<file path="config.mk">
export PLATFORM = sky130hd
export DESIGN_NAME = stack_responder_flat
export DESIGN_NICKNAME = d
export VERILOG_FILES = /design/src/rtl/stack_responder_if.sv /design/src/rtl/stack_responder.sv /design/src/flat_wrapper.sv
export SDC_FILE = /design/constraint.sdc
export NUM_CORES = 1
export LEC_CHECK = 0
export BUFFER_PORTS_ARGS = -buffer_cell sky130_fd_sc_hd__buf_2
export CAP_MARGIN = 10
export CELL_PAD_IN_SITES_DETAIL_PLACEMENT = 0
export CELL_PAD_IN_SITES_GLOBAL_PLACEMENT = 1
export CORE_MARGIN = 2
export CORE_UTILIZATION = 30
export DETAILED_ROUTE_END_ITERATION = 16
export GPL_TIMING_DRIVEN = 0
export HOLD_SLACK_MARGIN = 0.03
export PLACE_DENSITY_LB_ADDON = 0.08
export SKIP_LAST_GASP = 1
export SLEW_MARGIN = 10
export SYNTH_ARGS = -nofsm -noshare
export SYNTH_HDL_FRONTEND = slang
export SYNTH_SLANG_ARGS = --single-unit
export TNS_END_PERCENT = 30
</file>
<file path="constraint.sdc">
create_clock -name clk -period 6.1 [get_ports clk]
set_input_delay 0.305 -clock clk [delete_from_list [all_inputs] [get_ports clk]]
set_output_delay 0.305 -clock clk [all_outputs]
set_load 0.1 [all_outputs]
</file>
<file path="src/rtl/stack_responder_if.sv">
// Command/response bundle between the stack-machine controller and the
// operand stack. The controller drives commands and data (master); the stack
// returns data, the valid strobe, occupancy and the sticky error flags (slave).
interface stack_responder_if #(
    parameter int WIDTH = 8,
    parameter int CW    = 5
);
    logic             push;
    logic             pop;
    logic             tos;
    logic [WIDTH-1:0] din;
    logic             err_clr;
    logic [WIDTH-1:0] dout;
    logic             dout_valid;
    logic             empty;
    logic             full;
    logic [CW-1:0]    count;
    logic             overflow;
    logic             underflow;

    modport master (
        output push, pop, tos, din, err_clr,
        input  dout, dout_valid, empty, full, count, overflow, underflow
    );

    modport slave (
        input  push, pop, tos, din, err_clr,
        output dout, dout_valid, empty, full, count, overflow, underflow
    );
endinterface

</file>
<file path="src/rtl/stack_responder.sv">
// Hardware operand stack for the stack-machine datapath. Push writes the
// next free slot; pop/tos return the top entry on dout one cycle after the
// command with a one-cycle valid strobe. A simultaneous push+pop replaces the
// top entry in place. Overflow/underflow are sticky until err_clr or reset.
module stack_responder #(
    parameter int WIDTH = 8,
    parameter int DEPTH = 16,
    parameter int CW    = 5
) (
    input logic               clk,
    input logic               rst,
    stack_responder_if.slave  bus
);
    localparam int AW = $clog2(DEPTH);

    logic [WIDTH-1:0] mem [DEPTH];
    logic [AW-1:0]    sp;
    logic [CW-1:0]    count_q;
    logic [WIDTH-1:0] dout_p1;
    logic             vld_p1;
    logic             overflow_q;
    logic             underflow_q;

    logic             is_empty;
    logic             is_full;
    logic [AW-1:0]    sp_top;
    logic [WIDTH-1:0] top_data;
    logic             do_pop;
    logic             do_tos;
    logic             do_push;
    logic             do_swap;
    logic             push_refused;
    logic             read_refused;

    assign is_empty = (count_q == '0);
    assign is_full  = (count_q == CW'(DEPTH));
    assign sp_top   = sp - AW'(1);
    assign top_data = mem[sp_top];

    // Command decode on registered state; pop outranks tos, and a push
    // alongside a successful pop becomes an in-place replace of the top.
    always_comb begin
        do_pop       = bus.pop && !is_empty;
        do_tos       = bus.tos && !bus.pop && !is_empty;
        do_swap      = bus.push && do_pop;
        do_push      = bus.push && !do_pop && !is_full;
        push_refused = bus.push && !bus.pop && is_full;
        read_refused = (bus.pop || bus.tos) && is_empty;
    end

    // Storage array: written on push (next free slot) or replace (top slot).
    always_ff @(posedge clk) begin
        if (do_swap) begin
            mem[sp_top] <= bus.din;
        end else if (do_push) begin
            mem[sp] <= bus.din;
        end
    end

    // Stack pointer and occupancy; a replace leaves both unchanged.
    always_ff @(posedge clk or negedge rst) begin
        if (!rst) begin
            sp      <= '0;
            count_q <= '0;
        end else if (do_push) begin
            sp      <= sp + AW'(1);
            count_q <= count_q + CW'(1);
        end else if (do_pop && !do_swap) begin
            sp      <= sp_top;
            count_q <= count_q - CW'(1);
        end
    end

    // Registered read port: dout holds between reads, valid strobes once.
    always_ff @(posedge clk or negedge rst) begin
        if (!rst) begin
            dout_p1 <= '0;
            vld_p1  <= 1'b0;
        end else begin
            vld_p1 <= do_pop || do_tos;
            if (do_pop || do_tos) begin
                dout_p1 <= top_data;
            end
        end
    end

    // Sticky error flags; a new error in the same cycle as err_clr wins.
    always_ff @(posedge clk or negedge rst) begin
        if (!rst) begin
            overflow_q  <= 1'b0;
            underflow_q <= 1'b0;
        end else begin
            if (push_refused) begin
                overflow_q <= 1'b1;
            end else if (bus.err_clr) begin
                overflow_q <= 1'b0;
            end
            if (read_refused) begin
                underflow_q <= 1'b1;
            end else if (bus.err_clr) begin
                underflow_q <= 1'b0;
            end
        end
    end

    assign bus.dout       = dout_p1;
    assign bus.dout_valid = vld_p1;
    assign bus.empty      = is_empty;
    assign bus.full       = is_full;
    assign bus.count      = count_q;
    assign bus.overflow   = overflow_q;
    assign bus.underflow  = underflow_q;
endmodule
</file>
<file path="src/flat_wrapper.sv">
// flat-port wrapper written by rule: the top's interface ports become plain ports
module stack_responder_flat 
#(
    parameter int WIDTH = 8,
    parameter int DEPTH = 16,
    parameter int CW    = 5
)
  (clk, rst, bus_push, bus_pop, bus_tos, bus_din, bus_err_clr, bus_dout, bus_dout_valid, bus_empty, bus_full, bus_count, bus_overflow, bus_underflow);
  stack_responder_if #(.WIDTH(WIDTH), .CW(CW)) bus_i ();
  input logic clk;
  input logic rst;
  input wire logic [$bits(bus_i.push)-1:0] bus_push;
  input wire logic [$bits(bus_i.pop)-1:0] bus_pop;
  input wire logic [$bits(bus_i.tos)-1:0] bus_tos;
  input wire logic [$bits(bus_i.din)-1:0] bus_din;
  input wire logic [$bits(bus_i.err_clr)-1:0] bus_err_clr;
  output wire logic [$bits(bus_i.dout)-1:0] bus_dout;
  output wire logic [$bits(bus_i.dout_valid)-1:0] bus_dout_valid;
  output wire logic [$bits(bus_i.empty)-1:0] bus_empty;
  output wire logic [$bits(bus_i.full)-1:0] bus_full;
  output wire logic [$bits(bus_i.count)-1:0] bus_count;
  output wire logic [$bits(bus_i.overflow)-1:0] bus_overflow;
  output wire logic [$bits(bus_i.underflow)-1:0] bus_underflow;
  assign bus_i.push = bus_push;
  assign bus_i.pop = bus_pop;
  assign bus_i.tos = bus_tos;
  assign bus_i.din = bus_din;
  assign bus_i.err_clr = bus_err_clr;
  assign bus_dout = bus_i.dout;
  assign bus_dout_valid = bus_i.dout_valid;
  assign bus_empty = bus_i.empty;
  assign bus_full = bus_i.full;
  assign bus_count = bus_i.count;
  assign bus_overflow = bus_i.overflow;
  assign bus_underflow = bus_i.underflow;
  stack_responder #(.WIDTH(WIDTH), .DEPTH(DEPTH), .CW(CW)) u_core (.clk(clk), .rst(rst), .bus(bus_i));
endmodule
</file>
# After elaboration in Yosys (flattened, before gate mapping)
# Memories as Yosys holds them, arrays and structs flattened. A register that Yosys moved wholly into a read port is not among the register bits.
# Cells that the tools add are included.
classes:
  addsub: 4
  eq_ne: 1
  muxes: 15
  reduce_logical: 23
ops:
  columns: ["operator", "count"]
  rows:
  - ["4-bit two-way mux", 3]
  - ["1-bit logical AND", 10]
  - ["5-bit two-way mux", 2]
  - ["1-bit two-way mux", 9]
  - ["8-bit two-way mux", 1]
  - ["8-bit OR reduction", 1]
  - ["1-bit zero test", 6]
  - ["2-bit nonzero test", 3]
  - ["5-bit by 1-bit adder with 5-bit output, second input constant", 1]
  - ["5-bit equality test, second input constant", 1]
  - ["5-bit zero test", 1]
  - ["5-bit by 1-bit subtractor with 5-bit output, second input constant", 1]
  - ["4-bit by 1-bit adder with 4-bit output, second input constant", 1]
  - ["4-bit by 1-bit subtractor with 4-bit output, second input constant", 1]
  - ["1-bit logical OR", 2]
totals:
  reg_bits: 12
  ram_bits: 128
  in_bits: 14
  output_inout_bits: 18
  elab_cells: 49
  n_memories: 1
mem_list:
  columns: ["memory", "words", "width", "rd", "rd_ports_with_merged_regs", "write_ports", "line", "source"]
  rows:
  - ["u_core.mem", 16, 8, 1, 1, 1, "stack_responder.sv:16", "logic [WIDTH-1:0] mem [DEPTH];"]

# Logic depth before layout (Yosys ltp)
logic_depth:
  depth_word: 11
  depth_mapped: 10
  ltp_nobuf: 7

# Worst setup path after synthesis
# Ideal clock, no wire load.
synth_path:
  path_type: "flip-flop to flip-flop"
  from: "register u_core.count_q[1] (netlist: u_core.bus.count[1])"
  to: "register u_core.sp[2]"
  setup_time_ps: 80
  arrival_ps: 3475
  t_required_ps: 6020
  setup_slack_ps: 2545
  stages_incl_launch_ff: 8
  path_buffers: 2
  synth_period_minus_slack_ps: 3555
  cell_sequence: "dfrtp_1 -> buf_6 -> or4_4 -> buf_6 -> nor2_1 -> nor2b_1 -> a22oi_1 -> xnor2_1"
synth_via:
  elab_chain_cells: 7
  elab_cells_between_ends: 13
synth_rtl:
  columns: ["element", "line", "source"]
  rows:
  - ["start, declared", "stack_responder.sv:18", "logic [CW-1:0] count_q;"]
  - ["start signal, assigned", "stack_responder.sv:67", "count_q <= count_q + CW'(1);"]
  - ["start signal, assigned", "stack_responder.sv:70", "count_q <= count_q - CW'(1);"]
  - ["5-bit zero test (*)", "stack_responder.sv:35", "assign is_empty = (count_q == '0);"]
  - ["named net bus_empty", "flat_wrapper.sv:19", "output wire logic [$bits(bus_i.empty)-1:0] bus_empty;"]
  - ["1-bit zero test (*)", "stack_responder.sv:43", "do_pop = bus.pop && !is_empty;"]
  - ["1-bit logical AND (*)", "stack_responder.sv:43", null]
  - ["1-bit zero test or 1-bit logical AND (tied branches)", "stack_responder.sv:46, stack_responder.sv:45", null]
  - ["1-bit logical AND or 1-bit zero test (tied branches)", "stack_responder.sv:46, stack_responder.sv:68", null]
  - ["1-bit logical AND (on tied branches)", "stack_responder.sv:46, stack_responder.sv:68", null]
  - ["4-bit two-way mux or 2-bit nonzero test (tied branches)", null, null]
  - ["end signal, assigned", "stack_responder.sv:66", "sp <= sp + AW'(1);"]
  - ["end signal, assigned", "stack_responder.sv:69", "sp <= sp_top;"]
  - ["end, declared", "stack_responder.sv:17", "logic [AW-1:0] sp;"]
# The timed path passes the listed nets; every way through them passes the cells marked *.
# A chain may end at the register's enable or synchronous reset.

# Final worst setup path
layout_path:
  from: "register u_core.sp[0]"
  to: "memory u_core.mem[0][0] (enable)"
layout_via:
  elab_chain_cells: 2
layout_rtl:
  columns: ["element", "line", "source"]
  rows:
  - ["4-bit by 1-bit subtractor with 4-bit output", "stack_responder.sv:37", "assign sp_top = sp - AW'(1);"]
  - ["4-bit two-way mux (no source line) (*)", null, null]
  - ["end, declared", "stack_responder.sv:16", null]
# Mark *: on every way between the ends. The rest lies on a longest branch, timed or not.

==> impl_metrics.toml <==
[sta]
setup_viol_count_final = 0
max_freq_mhz = 229
min_period_ps = 4360
max_slew_margin_pct = 36.6
hold_viol_final = 0
setup_slack_ps = 1740
fin_skew_ps = 7.81
rsz0062_at_grt = "no"
worst_pin_slew_ps = 947
setup-tns-final_ps = 0
period_share_pct = 71.4
slew_violations = 0

[run]
maxCapViolCount = 0

[placement]
place_inst = 653
dp_hpwl_um = 9920
dp_worst_setup_slack_ps = 1650
portBuffers = 31
place_congestion = 0.730

[critical_path]
max_stage_delay_ps = 810
crit_buf_inv = 5
path_cells = "buf_2 > buf_1 > inv_1 > ha_1 > clkbuf_1 > clkbuf_1 > a31oi_1 > nor2_1"
start_kind = "register"
critical_path_required_ps = 6140
crit_top_cell = "clkbuf_1"
slowest_stage = "nor2_1"
crit_path_end_kind = "register"
cp_top_family = "buffers and inverters"
worstPathArrival_ps = 4400
crit_fanout = 10
crit_type = "reg2reg"

[die]
rows = 52
dieArea_um2 = 21400
fp.coreArea_um2 = 20000
die_x_um = 146
io_pins = 32
start_util_pct = 30.3
dieHeight_um = 146

[logic_synthesis]
netlist_area_um2 = 6080
synth_cell_types = 47
yosys_warnings = 0
synth-edff-count = 128
synth_cells = 351
synthTopCellsByArea = "edfxtp_1 (63%), mux4_2 (12%), dfrtp_1 (8.2%)"
ys_seq_area_share_pct = 71.4
syn_avg_cell_area_um2 = 17.3
synth-seq-cells = 148
synth_area_leader_cell = "edfxtp_1"
synthFlopType = "edfxtp_1"
syn_nets = 369
async_flop_share_pct = 13.5
yosys.area.top_type_share_pct = 63.2

[grt]
grt_antenna_before_repair = 0
grt.total_usage_pct = 14.6
grt_max_degree = 21
first_global_vias = 3446
grt-ovfl-total = 0
grt_pass1_wl_um = 22400

[drt]
drtIter0Drc = 143
drt_wl_total_um = 14700
vias = 3228
routedWlPerCell_um = 21.4
drc_errors = 0
detail-route-antenna-nets = 0
via_per_inst = 4.71
dr.pass1.iters = 4

[cells_and_area]
mostFrequentLayoutCells = "edfxtp_1 (128), buf_2 (34), mux4_2 (32)"
area_delta_synth_final_pct = 17.7
final_cells = 686
drive_above_1_share_pct = 25.5
layout_commonest_cell = "edfxtp_1"
nets = 421
diodes = 0

[clocking]
h-tree-depth = 4
cts_tree = "done"
cts_root_buffer = "clkbuf_16"
clkSinkCount = 148
clk_pin_slew_worst_paths_ps = 60
cts_hold_buf = 1
numCtsBuffers = 17
clk_path_buf_depth = 2
clk_latency_ps = 410
cts_setup_buffers = 0
cts.repair.resized = 0

[run_status]
status = "finished clean"

[power_and_ir_drop]
power_leakage_nw = 2.35
ir_drop_mv = 0.185
power_density_nw_per_um2 = 569
finalPower_mw = 4.07

[worst_hold_path]
min_path_type = "in2reg"
## layout make-up
type	instances	area, um^2
Buffer	17	82.6
Fill cell	1967	12900
Sequential cell	148	4340
Timing Repair Buffer	33	173
Clock inverter	15	133
Clock buffer	17	425
Multi-Input combinational cell	177	1630
Inverter	9	33.8
Tap cell	270	338
## final timing paths
path	end	startpoint	slack, ps	cells after the start
worst max-delay path	u_core.mem[0][0]$_DFFE_PP_	u_core.sp[0]$_DFFE_PN0P_	1740	8
worst min-delay path	u_core.bus.overflow$_DFFE_PN0P_	bus_err_clr	110	2
worst max register to register	u_core.mem[0][0]$_DFFE_PP_	u_core.sp[0]$_DFFE_PN0P_	1740	8
worst min register to register	u_core.bus.overflow$_DFFE_PN0P_	u_core.bus.overflow$_DFFE_PN0P_	530	2
max in group asynchronous	u_core.bus.dout[1]$_DFFE_PN0P_	rst	5360	2
min in group asynchronous	u_core.bus.count[2]$_DFFE_PN0P_	rst	390	2
## worst reg2reg max path: cells and delay by family, from the launching register on
kind	cells	cell delay (ps)
and+or+nand+nor	1	810
AOI/OAI and AO/OA	1	400
adders and majority gates	1	370
DFF	1	350
buffers and inverters	5	2060
## cell usage after synthesis (4+ instances only)
master and instances:
dfrtp_1 20, edfxtp_1 128, xnor2_1 6, nor2_1 30
nor2b_1 19, nor3_1 5, a21oi_1 21, inv_1 8
a31oi_1 13, ha_1 4, mux4_2 32, clkbuf_1 10
o21ai_0 7
## routing by layer
metal	global-route usage [%]	part of all wire, %	up-vias
li1	-	-	1512
met1	20.1	48	1649
met2	23.1	47	51
met3	3.31	3.0	16
met4	4.95	2.0	0
met5	0	0	-
## power breakdown
| group | total, mW | leakage (nW) | switching, mW | internal [mW] |
|---|---|---|---|---|
| Clock | 0.981 | 0.261 | 0.418 | 0.563 |
| Combinational | 1.75 | 0.700 | 1.17 | 0.571 |
| Sequential | 1.34 | 1.39 | 0.0662 | 1.27 |
## cell families (layout without fill, tap and decap cells)
kind of cell	after synthesis	after routing	share of synthesized area, %
fa+ha+maj	4	4	0.823
simple gates	68	68	5.78
mux	33	33	12.0
buf+inv	26	91	1.91
xor+xnor	8	8	1.15
compound gates	64	64	6.85
flops	148	148	71.4
## per-stage QoR
step                cell area (um^2)  hold WS, ps  util [%]
floorplan                       6080         9.41         -
global placement                6570          310      32.8
detailed placement              6590          309      32.9
CTS                             7150         95.7      35.7
global route                    7150         97.8      35.7
finish                          7150          113      35.7
## sequential cells by signal, indices dropped and copies added (netlist names)
register               cells
u_core.bus.dout_valid      1
u_core.bus.underflow       1
u_core.bus.count           5
u_core.bus.dout            8
u_core.bus.overflow        1
u_core.sp                  4
u_core.mem               128
Note: power is estimated with default switching activity, not from simulation.
